`src/rtl/control.sv`:
```
// Main pipeline control: decodes the opcode and registers the control bits, with stall, flush and reset.
// Optional macro CONTROL_ILLEGAL_DET_EN adds the registered illegal_op_out flag.
module control (
    input  logic       clk,
    input  logic       rst,
    input  logic [5:0] op_code_in,
    input  logic       stall_in,
    input  logic       flush_in,
    output logic [1:0] WB_out,
    output logic [1:0] MEM_out,
    output logic [3:0] EX_out,
    output logic       jump_out,
    output logic       branch_out
`ifdef CONTROL_ILLEGAL_DET_EN
    ,
    output logic       illegal_op_out
`endif
);

    localparam logic [5:0] OP_RTYPE = 6'b000000;
    localparam logic [5:0] OP_J     = 6'b000010;
    localparam logic [5:0] OP_BEQ   = 6'b000100;
    localparam logic [5:0] OP_ADDI  = 6'b001000;
    localparam logic [5:0] OP_LW    = 6'b100011;
    localparam logic [5:0] OP_SW    = 6'b101011;

    logic [1:0] wb_dec;
    logic [1:0] mem_dec;
    logic [3:0] ex_dec;
    logic       jump_dec;
    logic       branch_dec;
    logic       illegal_dec;

    // Unknown opcodes decode to a bubble so they never write a register or memory.
    always_comb begin
        wb_dec      = 2'b00;
        mem_dec     = 2'b00;
        ex_dec      = 4'b0000;
        jump_dec    = 1'b0;
        branch_dec  = 1'b0;
        illegal_dec = 1'b0;
        case (op_code_in)
            OP_RTYPE: begin
                wb_dec = 2'b10;
                ex_dec = 4'b1100;
            end
            OP_J: begin
                ex_dec   = 4'b0010;
                jump_dec = 1'b1;
            end
            OP_BEQ: begin
                ex_dec     = 4'b0010;
                branch_dec = 1'b1;
            end
            OP_ADDI: begin
                wb_dec = 2'b10;
                ex_dec = 4'b0001;
            end
            OP_LW: begin
                wb_dec  = 2'b11;
                mem_dec = 2'b10;
                ex_dec  = 4'b0001;
            end
            OP_SW: begin
                mem_dec = 2'b01;
                ex_dec  = 4'b0001;
            end
            default: illegal_dec = 1'b1;
        endcase
    end

    // Priority: reset, then flush (even during a stall), then stall hold, then load.
    always_ff @(posedge clk) begin
        if (rst || flush_in) begin
            WB_out     <= 2'b00;
            MEM_out    <= 2'b00;
            EX_out     <= 4'b0000;
            jump_out   <= 1'b0;
            branch_out <= 1'b0;
        end else if (!stall_in) begin
            WB_out     <= wb_dec;
            MEM_out    <= mem_dec;
            EX_out     <= ex_dec;
            jump_out   <= jump_dec;
            branch_out <= branch_dec;
        end
    end

`ifdef CONTROL_ILLEGAL_DET_EN
    always_ff @(posedge clk) begin
        if (rst || flush_in) begin
            illegal_op_out <= 1'b0;
        end else if (!stall_in) begin
            illegal_op_out <= illegal_dec;
        end
    end
`else
    logic unused_illegal;
    assign unused_illegal = illegal_dec;
`endif

endmodule

```
`config.mk`:
```
export PLATFORM = sky130hd
export DESIGN_NAME = control
export DESIGN_NICKNAME = d
export VERILOG_FILES = /design/src/rtl/control.sv
export SDC_FILE = /design/constraint.sdc
export NUM_CORES = 1
export LEC_CHECK = 0
export BUFFER_PORTS_ARGS = -buffer_cell sky130_fd_sc_hd__buf_4
export CORE_AREA = 10 10 47 49
export DETAILED_ROUTE_END_ITERATION = 10
export DIE_AREA = 0 0 57 59
export PLACE_DENSITY = 0.66
export SYNTH_ARGS = -nofsm -noshare
export SYNTH_HDL_FRONTEND = slang
export SYNTH_SLANG_ARGS = --single-unit
```
`constraint.sdc`:
```
create_clock -name clk -period 0.8 [get_ports clk]
set_input_delay 0.04 -clock clk [delete_from_list [all_inputs] [get_ports clk]]
set_output_delay 0.04 -clock clk [all_outputs]
set_load 0.05 [all_outputs]
```
# Word-level counts from Yosys, hierarchy flattened
# Index checks and enable logic that the tools add are counted.
dict set report word_totals {
  word_cells 20
  output_inout_bits 10
  reg_bits 10
}
dict set report classes {
  mux 5
  reduce_logical 5
  eq_ne 5
}
# op n
set op_table {}
lappend op_table {{equality test 6 bit (second input constant)} 2}
lappend op_table {{case mux 4 bit (3 select lines)} 1}
lappend op_table {{case mux 2 bit (2 select lines)} 2}
lappend op_table {{equality test 6 x 2 -> 1 bit (second input constant)} 1}
lappend op_table {{equality test 6 x 3 -> 1 bit (second input constant)} 1}
lappend op_table {{equality test 6 x 4 -> 1 bit (second input constant)} 1}
lappend op_table {{logical NOT 6 bit} 1}
lappend op_table {{OR reduction 2 bit} 2}
lappend op_table {{OR reduction 3 bit} 1}
lappend op_table {{2-to-1 mux 1 bit} 2}
lappend op_table {{logical OR 1 bit} 1}

# Logic depth before layout (Yosys ltp)
dict set report depth {
  depth_word 3
  depth_mapped 3
}

# Least setup slack after synthesis
# No wires, ideal clock.
dict set report synth_timing {
  path_type {reg-to-reg}
  from {reg, netlist name EX_out[0]}
  to {reg EX_out[0]}
  t_required_ps 727
  setup_ps 73
  setup_slack_ps -201
  stages_incl_launch_ff 3
  synth_period_minus_slack_ps 1001
  arrival_ps 928
  path_cell_list {dfxtp_1 a221oi_2 nor3_2}
}
# element line
set synth_rtl {}
lappend synth_rtl {{end signal: assignment} 77} ;# EX_out <= 4'b0000;
lappend synth_rtl {{end signal: assignment} 83} ;# EX_out <= ex_dec;
lappend synth_rtl {{end: declaration} 11} ;# output logic [3:0] EX_out,

# Worst setup path in the final report
dict set report layout_timing {
  from {reg EX_out[0]}
  to {out EX_out[0]}
}
# No word-level cell between the ends.

==> impl_metrics.sql <==
INSERT INTO impl_metrics (metric_group, metric, value, unit) VALUES
('run_status', 'outcome', 'complete, but fails checks', ''),
('run_status', 'violations', 'setup timing', ''),
('pwr', 'worst_ir_drop_vdd', '0.629', 'mV'),
('routing', 'route.detailed.drc', '0', ''),
('timing', 'finalCritPeriodShare', '1.01', ''),
('routing', 'dr.first_iter.drc_count', '12', ''),
('synthesis', 'syn-cell-area', '400', 'sq um'),
('critical_path', 'worst_path_dominant_cell_family', 'flip-flops', ''),
('critical_path', 'critical_path_type', 'flip-flop to output port', ''),
('pwr', 'power_frac_clock', '0.373', ''),
('synthesis', 'share_of_the_synthesized_area_in_compound_gates_ao_oa_aoi_oai', '0.206', ''),
('clock_tree', 'clk_pin_slew', '60', 'ps'),
('layout', 'num_antenna_cells', '0', ''),
('critical_path', 'cp-end-kind', 'output port', ''),
('global_route', 'grt_util_all_layers', '0.0680', ''),
('pwr', 'internal-power', '0.703', 'mW'),
('routing', 'vias_per_cell', '5.02', ''),
('timing', 'maxSlewViolCount', '0', ''),
('timing', 'tightest_pin_transition', '315', 'ps'),
('synthesis', 'yosysSeqAreaShare', '0.450', ''),
('clock_tree', 'clk_path_buf_depth', '2', ''),
('critical_path', 'slowest_stage', 'sky130_fd_sc_hd__dfxtp_2', ''),
('critical_path', 'critical_path_required', '760', 'ps'),
('routing', 'routed-via-count', '422', ''),
('pwr', 'finalPower', '0.922', 'mW'),
('hold_path', 'class_of_the_worst_hold_path', 'input port to flip-flop', ''),
('synthesis', 'synthXorXnorAreaFrac', '0.0219', ''),
('die', 'start_util', '0.286', ''),
('clock_tree', 'cts_tree', 'built', ''),
('clock_tree', 'holdBufCountCts', '0', ''),
('global_route', 'vias_in_the_first_global_route', '423', ''),
('critical_path', 'timing.critical_path.slowest_cell_delay', '360', 'ps'),
('layout', 'net_total_in_the_final_layout', '79', ''),
('timing', 'setup_viol', '3', ''),
('timing', 'layout_min_cycle_time', '810', 'ps'),
('clock_tree', 'cts.sink_count', '9', ''),
('routing', 'first_pass_iters', '4', ''),
('timing', 'timing.clock.skew', '0', 'ps'),
('synthesis', 'synth-simple-area-share', '0.278', ''),
('die', 'die_w', '57', 'um'),
('critical_path', 'path_cells', 'buf_8', ''),
('synthesis', 'synth.area.mux_share', '0', ''),
('routing', 'totalWireLength', '1120', 'um'),
('pwr', 'p_sw_frac', '0.238', ''),
('timing', 'fmax', '1230', 'MHz'),
('global_route', 'grt_antenna_before_repair', '0', ''),
('die', 'core_area', '1400', 'sq um'),
('clock_tree', 'cts.root.buffer_cell', 'sky130_fd_sc_hd__clkbuf_4', ''),
('die', 'fp-row-count', '14', ''),
('synthesis', 'synth_largest_area_cell', 'sky130_fd_sc_hd__dfxtp_1', ''),
('pwr', 'power_frac_seq', '0.485', ''),
('die', 'die_area', '3360', 'sq um'),
('synthesis', 'post_synth_inst_count', '42', ''),
('synthesis', 'post_synth_fa_ha_maj_area_fraction', '0', ''),
('timing', 'hold_viol', '0', ''),
('placed_design', 'hpwl', '879', 'um'),
('clock_tree', 'clk-insertion-delay-late', '260', 'ps'),
('timing', 'grt_setup_unrepaired', 'true', ''),
('routing', 'average_wire_per_cell_in_the_routed_design', '13.4', 'um'),
('synthesis', 'synth_area_leaders', 'sky130_fd_sc_hd__dfxtp_1 (45%), sky130_fd_sc_hd__a32oi_1 (8.8%), sky130_fd_sc_hd__nor2_1 (5.6%)', ''),
('global_route', 'grt_first_pass_wirelength', '1900', 'um'),
('layout', 'layout_area_growth_over_synthesis', '75.3', '%'),
('synthesis', 'synth_fp_nets', '52', ''),
('routing', 'ant_nets', '0', ''),
('timing', 'fin_hold_ws', '105', 'ps'),
('global_route', 'grt_start_max_net_pins', '10', ''),
('critical_path', 'path_buf_inv', '1', ''),
('layout', 'final_core_utilization', '0.501', ''),
('pwr', 'power.leakage', '0.280', 'nW'),
('layout', 'fraction_of_layout_cells_with_a_size_suffix_above_1', '0.618', ''),
('timing', 'worst_slack', '-10.3', 'ps');
-- per-layer routing --
layer,vias to the layer above,share of wire,track usage
li1,208,-,-
met1,193,0.38,0.0728
met2,19,0.48,0.105
met3,2,0.13,0.0472
met4,0,0.0045,0.0201
met5,-,0,0
-- cells in the mapped netlist (all sizes together) --
| cell type | number |
|---|---|
| nor2 | 6 |
| a22oi | 1 |
| nor4 | 1 |
| or2 | 1 |
| xor2 | 1 |
| dfxtp | 9 |
| o21ai | 1 |
| a21oi | 4 |
| nor3 | 4 |
| a32oi | 4 |
| a221oi | 1 |
| nand2 | 4 |
| and3 | 1 |
| and4b | 1 |
| buf | 3 |
-- registers in the layout (all words and copies together), names as in the netlist --
name,count
EX_out,3
MEM_out,2
WB_out,2
branch_out,1
jump_out,1
-- layout by cell type (no fill, tap or decap), drive strengths merged --
| cell | count |
|---|---|
| a221oi | 1 |
| nor3 | 4 |
| or2 | 1 |
| nand2 | 4 |
| and3 | 1 |
| clkbuf | 4 |
| nor4 | 1 |
| a22oi | 1 |
| dfxtp | 9 |
| a21oi | 4 |
| xor2 | 1 |
| buf | 25 |
| and4b | 1 |
| nor2 | 6 |
| o21ai | 1 |
| a32oi | 4 |
-- power groups by stage --
stage | clock network (mW) | registers, mW | logic, mW
after floorplan | 0 | 0.465 | 0.0433
after global placement | 0 | 0.460 | 0.126
after CTS | 0.350 | 0.451 | 0.130
final | 0.344 | 0.448 | 0.131
after detailed placement | 0 | 0.460 | 0.128
after global routing | 0.371 | 0.447 | 0.141
-- final timing paths --
| check | start | to | slack (ps) | cells past startpoint |
|---|---|---|---|---|
| hold / removal | op_code_in[4] | WB_out[0] | 100 | 4 |
| setup / recovery | EX_out[0] | EX_out[0] | -10 | 1 |
| hold reg to reg | WB_out[0] | WB_out[0] | 480 | 2 |
| setup reg to reg | EX_out[0] | EX_out[0] | 30 | 2 |
-- cells by family after synthesis --
logic type             count (synthesis)
buffers and inverters                  3
XOR/XNOR                               1
AND/OR/NAND/NOR                       18
flip-flops                             9
AO/OA/AOI/OAI                         11
-- repair_timing --
| action | 4_1_cts | 5_1_grt |
|---|---|---|
| buffers inserted | 0 | 1 |
| pin swaps | 0 | 1 |
| endpoints found under the setup margin | 10 | 11 |
| endpoints found under the hold margin | 0 | 0 |
| resized for setup | 11 | 9 |
-- cell type report --
| type | count | area (sq um) |
|---|---|---|
| well taps | 16 | 20.0 |
| flip-flops and latches | 9 | 194 |
| multi-input cells | 30 | 203 |
| repair buffers | 25 | 259 |
| fillers | 134 | 699 |
| clock buffers | 4 | 26.3 |
(Power assumes the default switching activity.)
